`src/rtl/wl_afifo_rd_arb.sv`:
```
// wl_afifo_rd_arb: burst read arbiter for N asynchronous-FIFO read ports.
// Grants one non-empty FIFO round-robin and reads up to BL words from it,
// stalling on dn_rdy. Read data is valid one cycle after re (RAM latency).
// Optional build macro WL_AFIFO_ARB_PRIO_EN: prefer FIFOs that are not
// almost-empty, falling back to any non-empty FIFO.
module wl_afifo_rd_arb #(
    parameter int N  = 4,
    parameter int BL = 8,
    parameter int SW = 2
) (
    input  logic          rclk,
    input  logic          rrst_b,
    input  logic          rclr,
    input  logic [N-1:0]  rempty,
    input  logic [N-1:0]  arempty,
    input  logic          dn_rdy,
    output logic [N-1:0]  re,
    output logic [SW-1:0] sel,
    output logic          busy,
    output logic          rvld,
    output logic [SW-1:0] rvld_sel,
    output logic          burst_done
);

    localparam int CW = $clog2(BL) + 1;
    localparam logic [CW-1:0] CNT_LAST = CW'(BL - 1);

    typedef enum logic [1:0] {
        IDLE  = 2'd0,
        BURST = 2'd1,
        DONE  = 2'd2
    } state_t;

    state_t        state, state_nxt;
    logic [SW-1:0] sel_q, sel_nxt;
    logic [SW-1:0] ptr, ptr_nxt;
    logic [SW-1:0] grant_idx;
    logic [CW-1:0] cnt, cnt_nxt;
    logic [N-1:0]  eligible, cand, re_c;
    logic          grant_vld, re_any;
    logic          rvld_p1;
    logic [SW-1:0] rvld_sel_p1;

    assign eligible = ~rempty;

`ifdef WL_AFIFO_ARB_PRIO_EN
    logic [N-1:0] well;
    assign well = ~rempty & ~arempty;
    assign cand = (|well) ? well : eligible;
`else
    logic unused_arempty;
    assign unused_arempty = ^arempty;
    assign cand = eligible;
`endif

    // Round-robin pick: first candidate at ptr+1, ptr+2, ... wrapping mod N.
    always_comb begin
        logic [SW-1:0] idx;
        grant_vld = 1'b0;
        grant_idx = '0;
        idx       = '0;
        for (int k = N; k >= 1; k--) begin
            idx = SW'((int'(ptr) + k) % N);
            if (cand[idx]) begin
                grant_vld = 1'b1;
                grant_idx = idx;
            end
        end
    end

    // Read enable: only the granted FIFO, only if it has data and downstream is ready.
    always_comb begin
        re_c = '0;
        if (rrst_b && !rclr && state == BURST && dn_rdy && !rempty[sel_q])
            re_c[sel_q] = 1'b1;
    end

    assign re_any = |re_c;

    // Next-state and next control values for the burst sequencer.
    always_comb begin
        state_nxt = state;
        sel_nxt   = sel_q;
        cnt_nxt   = cnt;
        ptr_nxt   = ptr;
        case (state)
            IDLE: begin
                if (grant_vld && dn_rdy) begin
                    sel_nxt   = grant_idx;
                    cnt_nxt   = '0;
                    state_nxt = BURST;
                end
            end
            BURST: begin
                if (re_any)
                    cnt_nxt = cnt + CW'(1);
                if ((re_any && cnt == CNT_LAST) || rempty[sel_q])
                    state_nxt = DONE;
            end
            DONE: begin
                ptr_nxt   = sel_q;
                state_nxt = IDLE;
            end
            default: state_nxt = IDLE;
        endcase
    end

    // State register; clear behaves exactly like reset.
    always_ff @(posedge rclk or negedge rrst_b) begin
        if (!rrst_b)
            state <= IDLE;
        else if (rclr)
            state <= IDLE;
        else
            state <= state_nxt;
    end

    // Grant index, burst counter and round-robin pointer (FIFO 0 first after reset).
    always_ff @(posedge rclk or negedge rrst_b) begin
        if (!rrst_b) begin
            sel_q <= '0;
            cnt   <= '0;
            ptr   <= SW'(N - 1);
        end else if (rclr) begin
            sel_q <= '0;
            cnt   <= '0;
            ptr   <= SW'(N - 1);
        end else begin
            sel_q <= sel_nxt;
            cnt   <= cnt_nxt;
            ptr   <= ptr_nxt;
        end
    end

    // Read-data valid and its source index trail re by one RAM cycle.
    always_ff @(posedge rclk or negedge rrst_b) begin
        if (!rrst_b) begin
            rvld_p1     <= 1'b0;
            rvld_sel_p1 <= '0;
        end else if (rclr) begin
            rvld_p1     <= 1'b0;
            rvld_sel_p1 <= '0;
        end else begin
            rvld_p1     <= re_any;
            rvld_sel_p1 <= sel_q;
        end
    end

    assign re         = re_c;
    assign sel        = sel_q;
    assign busy       = (state != IDLE);
    assign burst_done = (state == DONE);
    assign rvld       = rvld_p1;
    assign rvld_sel   = rvld_sel_p1;

endmodule

```
`config.mk`:
```
export PLATFORM = sky130hd
export DESIGN_NAME = wl_afifo_rd_arb
export DESIGN_NICKNAME = d
export VERILOG_FILES = /design/src/rtl/wl_afifo_rd_arb.sv
export SDC_FILE = /design/constraint.sdc
export NUM_CORES = 1
export LEC_CHECK = 0
export ABC_CLOCK_PERIOD_IN_PS = 2670
export BUFFER_PORTS_ARGS = -buffer_cell sky130_fd_sc_hd__buf_2
export CAP_MARGIN = 5
export CELL_PAD_IN_SITES_DETAIL_PLACEMENT = 1
export CELL_PAD_IN_SITES_GLOBAL_PLACEMENT = 2
export CORE_MARGIN = 5
export CORE_UTILIZATION = 32
export DETAILED_ROUTE_END_ITERATION = 10
export GPL_TIMING_DRIVEN = 0
export PLACE_DENSITY = 0.85
export SYNTH_ARGS = -nofsm -noshare
export SYNTH_HDL_FRONTEND = slang
export SYNTH_SLANG_ARGS = --single-unit
```
`constraint.sdc`:
```
create_clock -name rclk -period 2.67 [get_ports rclk]
set_input_delay 0.534 -clock rclk [delete_from_list [all_inputs] [get_ports rclk]]
set_output_delay 0.534 -clock rclk [all_outputs]
set_load 0.01 [all_outputs]
```
==> impl_results.md, run 1 <==
- FMAX: 401 MHz
- Clock buffer depth: 2
- Post-Route WL: 1820 um
- P_leak: 0.482 nW
- Post-CTS Hold Buffers: 0
- Vias per cell: 5.13
- Worst VDD drop: 0.274 mV
- Synth Cell Area: 771 um2
- Sequential power share: 51.5%
- Crit Path Category: reg2out
- Critical Path End Type: primary output
- Met2 Resource Use GR: 17.8%
- Met1 usage: 15.6%
- Worst-path clk slew: 0.08 ns
- Vias in the first global route: 647
- Initial antenna violation count: 0
- Internal cell power: 0.000302 W
- Worst slew margin: 66.6%
- CTS tree: done
- Setup Skew: 0.00182 ns
- Routed via count: 647
- Pwr/cell area: 468 nW/um2
- Syn nets: 91
- Yosys cell types: 36
- Crit path max fanout: 9
- GR peak layer: met2
- Tcrit/Tclk final: 93.4%
- Crit path cell chain: buf_2 > mux2_1 > a22oi_4 > nand2_2 > inv_2 > and3_1 > buf_2
- Switching Share: 29.5%
- Reg-to-reg endpoint: cnt[2]
- Total clock sinks: 13
- Post-synth top cells: dfrtp_1 (11), nor2_1 (8), inv_1 (7)
- Antenna viol nets, final: 0
- CP top delay family: buffers and inverters
- Number of synthesized flops with an enable pin: 0
- WP data required: 2.14 ns
- Diodes inserted: 0
- Minimum clock period: 2.49 ns
- First-pass GRT wire length: 3040 um
- P_sw: 0.000126 W
- Buf+Inv Stages, Crit Path: 3
- Share of cells above drive strength 1: 34.7%
- Synthesis-to-layout area growth: 18.8%
- Final setup violation count: 0
- Gr usage total: 11.6%
- Die width: 59.1 um
- Postcts setup bufs: 0
- Num CTS Buffers: 3
- Slowest stage cell, crit path: mux2_1
- Met3 GRT Util: 2.61%
- Critical path depth: 7
- Reg2reg start: sel[1]
- Max-cap violations: 0
- Startpoint Class: register
- Clock share of power: 28.3%
- Area leader, netlist: dfrtp_1
- Initial Util: 34.2%
- DIE AREA: 3490 um2
- Initial DRC count: 2
- Sequential share of the synthesized area: 42.5%
- Syn Inst Count: 78
- DR WL/cell: 14.5 um
- Clk_lat worst skew: 0.27 ns
- Final hold vios: 0
- Synth area leaders: dfrtp_1 (36%), dfstp_2 (6.8%), a211oi_1 (3.9%)
- Syn_area_per_cell: 9.88 um2
- Final net count: 112
- RSZ-0062 raised after global routing: no
- DRC Markers: 0
- Path type of the worst min-delay path: in2async
- Main flop type after synthesis: dfrtp_1
- Logic pwr share: 20.2%
- Critical Path Max Stage Delay: 0.38 ns
- H-tree Lvls: 1
- Most numerous cell in the Yosys netlist: dfrtp_1
- YS warnings: 0
- Most frequent cell on the critical path: buf_2
- Finished Core Util: 40.6%
- R2R setup slack: 0.90 ns
- Grt total ovfl: 0
- Yosys reg bits: 13
- Cells on worst reg2reg path: 5
- Cell row count: 17
- Final slew viol count: 0
- Post-synth top area share: 35.7%
- Core Region: 2250 um2
- # IOs: 23
- Router iterations before antenna repair: 2
- Die H: 59.1 um
- Actual slew at the worst max-slew pin: 0.489 ns
- Number of port buffers: 17
- Clock Root Buffer: clkbuf_4
- Final HPWL from detailed placement: 1470 um
- Setup tns final: 0 ns
- Post-synth ARST share: 100%
- Final GP Congestion: 0.732
- CP arrival: 1.96 ns
- Largest net degree at the start of global routing: 16
- Status: finished, final reports clean
==> worst max path at each step <==
stage          startpoint  endpoint  slack [ns]
2_1_floorplan        rclr     re[2]        0.39
3_3_place_gp         rclr     re[3]        0.29
3_5_place_dp         rclr     re[3]        0.25
4_1_cts            sel[0]     re[3]        0.08
5_1_grt            sel[1]     re[3]        0.04
6_report           sel[1]     re[3]        0.18
==> flip-flops by register name (all words and copies together), names as in the netlist <==
| name | count |
|---|---|
| rvld_sel | 2 |
| sel | 2 |
| ptr | 2 |
| state | 2 |
| rvld | 1 |
| cnt | 4 |
==> stage by stage <==
step | std cells | setup slack, ns | power, W | cell area (um2) | hold slack, ns
3_5_place_dp | 123 | 0.253 | 0.000313 | 891 | 0.451
2_1_floorplan | 78 | 0.393 | 0.000277 | 771 | 0.238
5_1_grt | 126 | 0.0354 | 0.000459 | 916 | 0.153
3_3_place_gp | 123 | 0.285 | 0.000310 | 891 | 0.457
4_1_cts | 127 | 0.0770 | 0.000436 | 917 | 0.151
6_report | 126 | 0.176 | 0.000428 | 916 | 0.144
==> repair_timing <==
action,in CTS,in global routing
hold endpoints to repair,0,0
resized for setup,0,1
endpoints found under the setup margin,0,2
==> routing by layer <==
metal | up-vias | wire length [um]
li1 | 326 | -
met1 | 302 | 893
met2 | 15 | 806
met3 | 4 | 93
met4 | 0 | 29
met5 | - | 0
==> logic make-up after synthesis <==
logic type | count (synthesis) | synth area share, %
compound gates | 19 | 21.4
fa+ha+maj | 1 | 1.62
flops | 13 | 42.5
simple gates | 33 | 26.5
buf+inv | 11 | 6.49
mux | 1 | 1.46
==> cells in the final DEF (no fill, tap or decap), drive strengths merged, types with 2 or more instances in the layout <==
master / netlist / layout
o211ai: 2 / 2
dfrtp: 11 / 11
nand2: 3 / 3
a211oi: 4 / 4
nor2: 8 / 8
a221o: 2 / 2
and3: 3 / 3
buf: 2 / 19
clkbuf: 1 / 4
nor3b: 4 / 4
nor2b: 2 / 2
nor3: 3 / 3
nand4: 2 / 2
and2b: 3 / 3
dfstp: 2 / 2
nand3: 3 / 3
inv: 8 / 8
==> power by group through the flow <==
stage	Sequential [W]	Combinational, W	Clock (W)
2_1_floorplan	0.000220	0.0000571	0
3_3_place_gp	0.000219	0.0000914	0
3_5_place_dp	0.000219	0.0000932	0
4_1_cts	0.000216	0.0000937	0.000126
5_1_grt	0.000222	0.0000960	0.000141
6_report	0.000221	0.0000866	0.000121
==> final cells by class <==
class	instances	area [um2]
well taps	28	35.0
clock buffers	4	26.3
repair buffers	17	85.1
inverters	8	30.0
fillers	283	1340
flip-flops and latches	13	328
plain buffers	2	16.3
multi-input cells	54	395
Note: power is estimated with default switching activity, not from simulation.
==> inputs of run 2 (changes only) <==
- ABC_AREA: unset -> 1
- CORE_UTILIZATION: 32 -> 30
- PLACE_DENSITY: 0.85 -> 0.86
==> run 2 against run 1 <==
Against the previous run: sequential share of layout area down 6.7 points; first-iteration DRC count increased to 17 times the previous value; highest routed layer unchanged; sequential power about the same; combinational power is 89% higher; via count grew 51%; power is 18% higher; register-to-register slack gained 0.28 ns; die area up 26%; synthesized area increased by 24%.
==> impl_results.md, run 2 <==
- Status: finished, final reports clean
- Pwr/cell area: 449 nW/um2
- Commonest non-fill, non-tap cell in the layout: nand2_1
- Synthesis-to-layout area growth: 18.1%
- Tcrit/Tclk final: 77.7%
- Post-Route WL: 2530 um
- Sequential power share: 43.8%
- Critical Path End Type: primary output
- Internal cell power: 0.000321 W
- Synth Cell Area: 955 um2
- H-tree Lvls: 1
- Die width: 66.4 um
- Yosys reg bits: 13
- Clock Root Buffer: clkbuf_4
- Number of synthesized flops with an enable pin: 0
- Number of port buffers: 18
- Largest family of logic cells by synthesized area: simple AND/OR/NAND/NOR gates
- Most numerous cell in the Yosys netlist: nand2_1
- Post-synth top area share: 28.8%
- Final GP Congestion: 0.754
- Worst-path clk slew: 0.08 ns
- Postcts setup bufs: 0
- Startpoint Class: register
- Met1 usage: 13.9%
- Initial Util: 31.3%
- Final hold vios: 0
- Path type of the worst min-delay path: in2async
- Crit Path Category: reg2out
- Sequential share of the synthesized area: 34.3%
- Final net count: 179
- Setup tns final: 0 ns
- Yosys cell types: 23
- Gr usage total: 13.1%
- XOR/XNOR Fraction of Synth Area: 1.83%
- Initial antenna violation count: 0
- Num CTS Buffers: 3
- YS warnings: 0
- Reg with most FFs: cnt
- Vias in the first global route: 996
- Worst VDD drop: 0.174 mV
- CTS tree: done
- Clk_lat worst skew: 0.28 ns
- Post-route cell area: 1130 um2
- Simple logic cell fraction of the synthesized area: 45.5%
- WP data required: 2.14 ns
- P_sw: 0.000185 W
- P_leak: 0.664 nW
- Largest register FFs: 4
- Core Region: 3050 um2
- Crit path max fanout: 9
- Post-synth top cells: nand2_1 (56), nor2_1 (16), dfrtp_1 (11), inv_1 (11), nand3_1 (9)
- Adder-cell share of the synthesized area: 1.31%
- GR peak layer: met2
- CP arrival: 1.54 ns
- Setup Skew: 0.00182 ns
- Initial DRC count: 33
- Routed via count: 975
- CTS resizes: 0
- DRC Markers: 0
- Met2 Resource Use GR: 24.7%
- Grt total ovfl: 0
- RSZ-0062 raised after global routing: no
- Largest net degree at the start of global routing: 15
- Synth area leaders: dfrtp_1 (29%), nand2_1 (22%), nor2_1 (6.3%)
- Final slew viol count: 0
- Multiplexer share of the synthesized area: 0%
- Worst slew margin: 78.9%
- Final setup violation count: 0
- Antenna viol nets, final: 0
- Router iterations before antenna repair: 3
- First-pass GRT wire length: 4400 um
- R2R setup slack: 1.18 ns
- Main flop type after synthesis: dfrtp_1
- Final HPWL from detailed placement: 2100 um
- # IOs: 23
- Minimum clock period: 2.08 ns
- Syn_area_per_cell: 6.68 um2
- Area post-placement: 1100 um2
- Logic pwr share: 32.3%
- Most frequent cells in the layout: nand2_1 (56), buf_2 (18), nor2_1 (16), inv_1 (11), dfrtp_1 (11)
- Syn nets: 156
- Clock buffer depth: 2
- Area leader, netlist: dfrtp_1
- DR WL/cell: 12.1 um
- Cell row count: 20
- FMAX: 482 MHz
- Actual slew at the worst max-slew pin: 0.316 ns
- Die H: 66.4 um
- Syn Inst Count: 143
- Clock share of power: 23.9%
- DIE AREA: 4410 um2
- Met3 GRT Util: 1.87%
- Post-synthesis compound-gate area fraction: 7.08%
- Diodes inserted: 0
- Max-cap violations: 0
- Share of cells above drive strength 1: 26.7%
- Filler cells: 417
- Switching Share: 36.6%
- Vias per cell: 4.67
- Hold slack: 0.135 ns
- Post-CTS Hold Buffers: 0
- Post-synth ARST share: 100%
- Total clock sinks: 13
==> run 2: cell types whose count changed after synthesis, moves of 4 or more <==
cell,before,now
nor2_1,8,16
nand2_2,0,5
nand3_1,3,9
nor3b_1,4,0
nand2_1,3,56
inv_2,1,6
inv_1,7,11
a211oi_1,4,0
==> run 2: layout make-up <==
class | count | area, um2 | area share, %
clock buffer | 3 | 22.5 | 2.00
multi-input combinational | 110 | 532 | 47.2
buffer | 2 | 22.5 | 2.00
inverter | 18 | 72.6 | 6.44
tap | 44 | 55.1 | 4.88
timing repair buffer | 18 | 90.1 | 7.99
sequential | 13 | 328 | 29.1
clock inverter | 1 | 5.00 | 0.444
==> run 2: worst max-delay path: stages, from the launching register on <==
cell and delay [ns]:
dfrtp_1 0.40, buf_6 0.14, nand2_1 0.06, o21ai_0 0.08, nand2_1 0.06, nand2_1 0.06, inv_2 0.08, nand2_4 0.08
nor3_1 0.15, buf_2 0.16
==> run 2: layer usage <==
layer | vias up | part of all wire [%] | wire length, um
met5 | - | 0 | 0
met4 | 0 | 2.3 | 57
met3 | 5 | 2.4 | 60
met2 | 10 | 53 | 1330
met1 | 470 | 43 | 1080
li1 | 490 | - | -
==> run 2: power by group through the flow <==
stage	sequential, W	clock, W	combinational, W
floorplan	0.000226	0	0.000114
global placement	0.000225	0	0.000161
detailed placement	0.000226	0	0.000166
CTS	0.000222	0.000130	0.000167
global route	0.000225	0.000139	0.000187
finish	0.000222	0.000121	0.000164
==> run 2: kinds of logic (layout without fill, tap and decap cells) <==
logic type,count (synthesis),after routing
compound gates,9,9
xor+xnor,2,2
fa+ha+maj,1,1
buf+inv,20,42
flops,13,13
simple gates,98,98
==> run 2: through the flow <==
| step | total power (W) | util [%] | setup slack [ns] | std cells |
|---|---|---|---|---|
| after floorplan | 0.000340 | - | 0.977 | 143 |
| after global placement | 0.000386 | 36.0 | 0.649 | 205 |
| after detailed placement | 0.000392 | 36.0 | 0.604 | 205 |
| after CTS | 0.000519 | 36.9 | 0.545 | 209 |
| after global routing | 0.000551 | 36.9 | 0.404 | 209 |
| final | 0.000506 | 36.9 | 0.594 | 209 |
==> run 2: final timing paths <==
kind / from / end / cells past startpoint
max in group asynchronous: rrst_b / ptr[1] / 1
worst max register to register: ptr[0] / sel[0] / 12
worst min register to register: cnt[1] / cnt[1] / 2
min in group rclk: rclr / rvld_sel[1] / 2
worst min-delay path: rrst_b / cnt[0] / 1
worst max-delay path: sel[0] / re[3] / 9
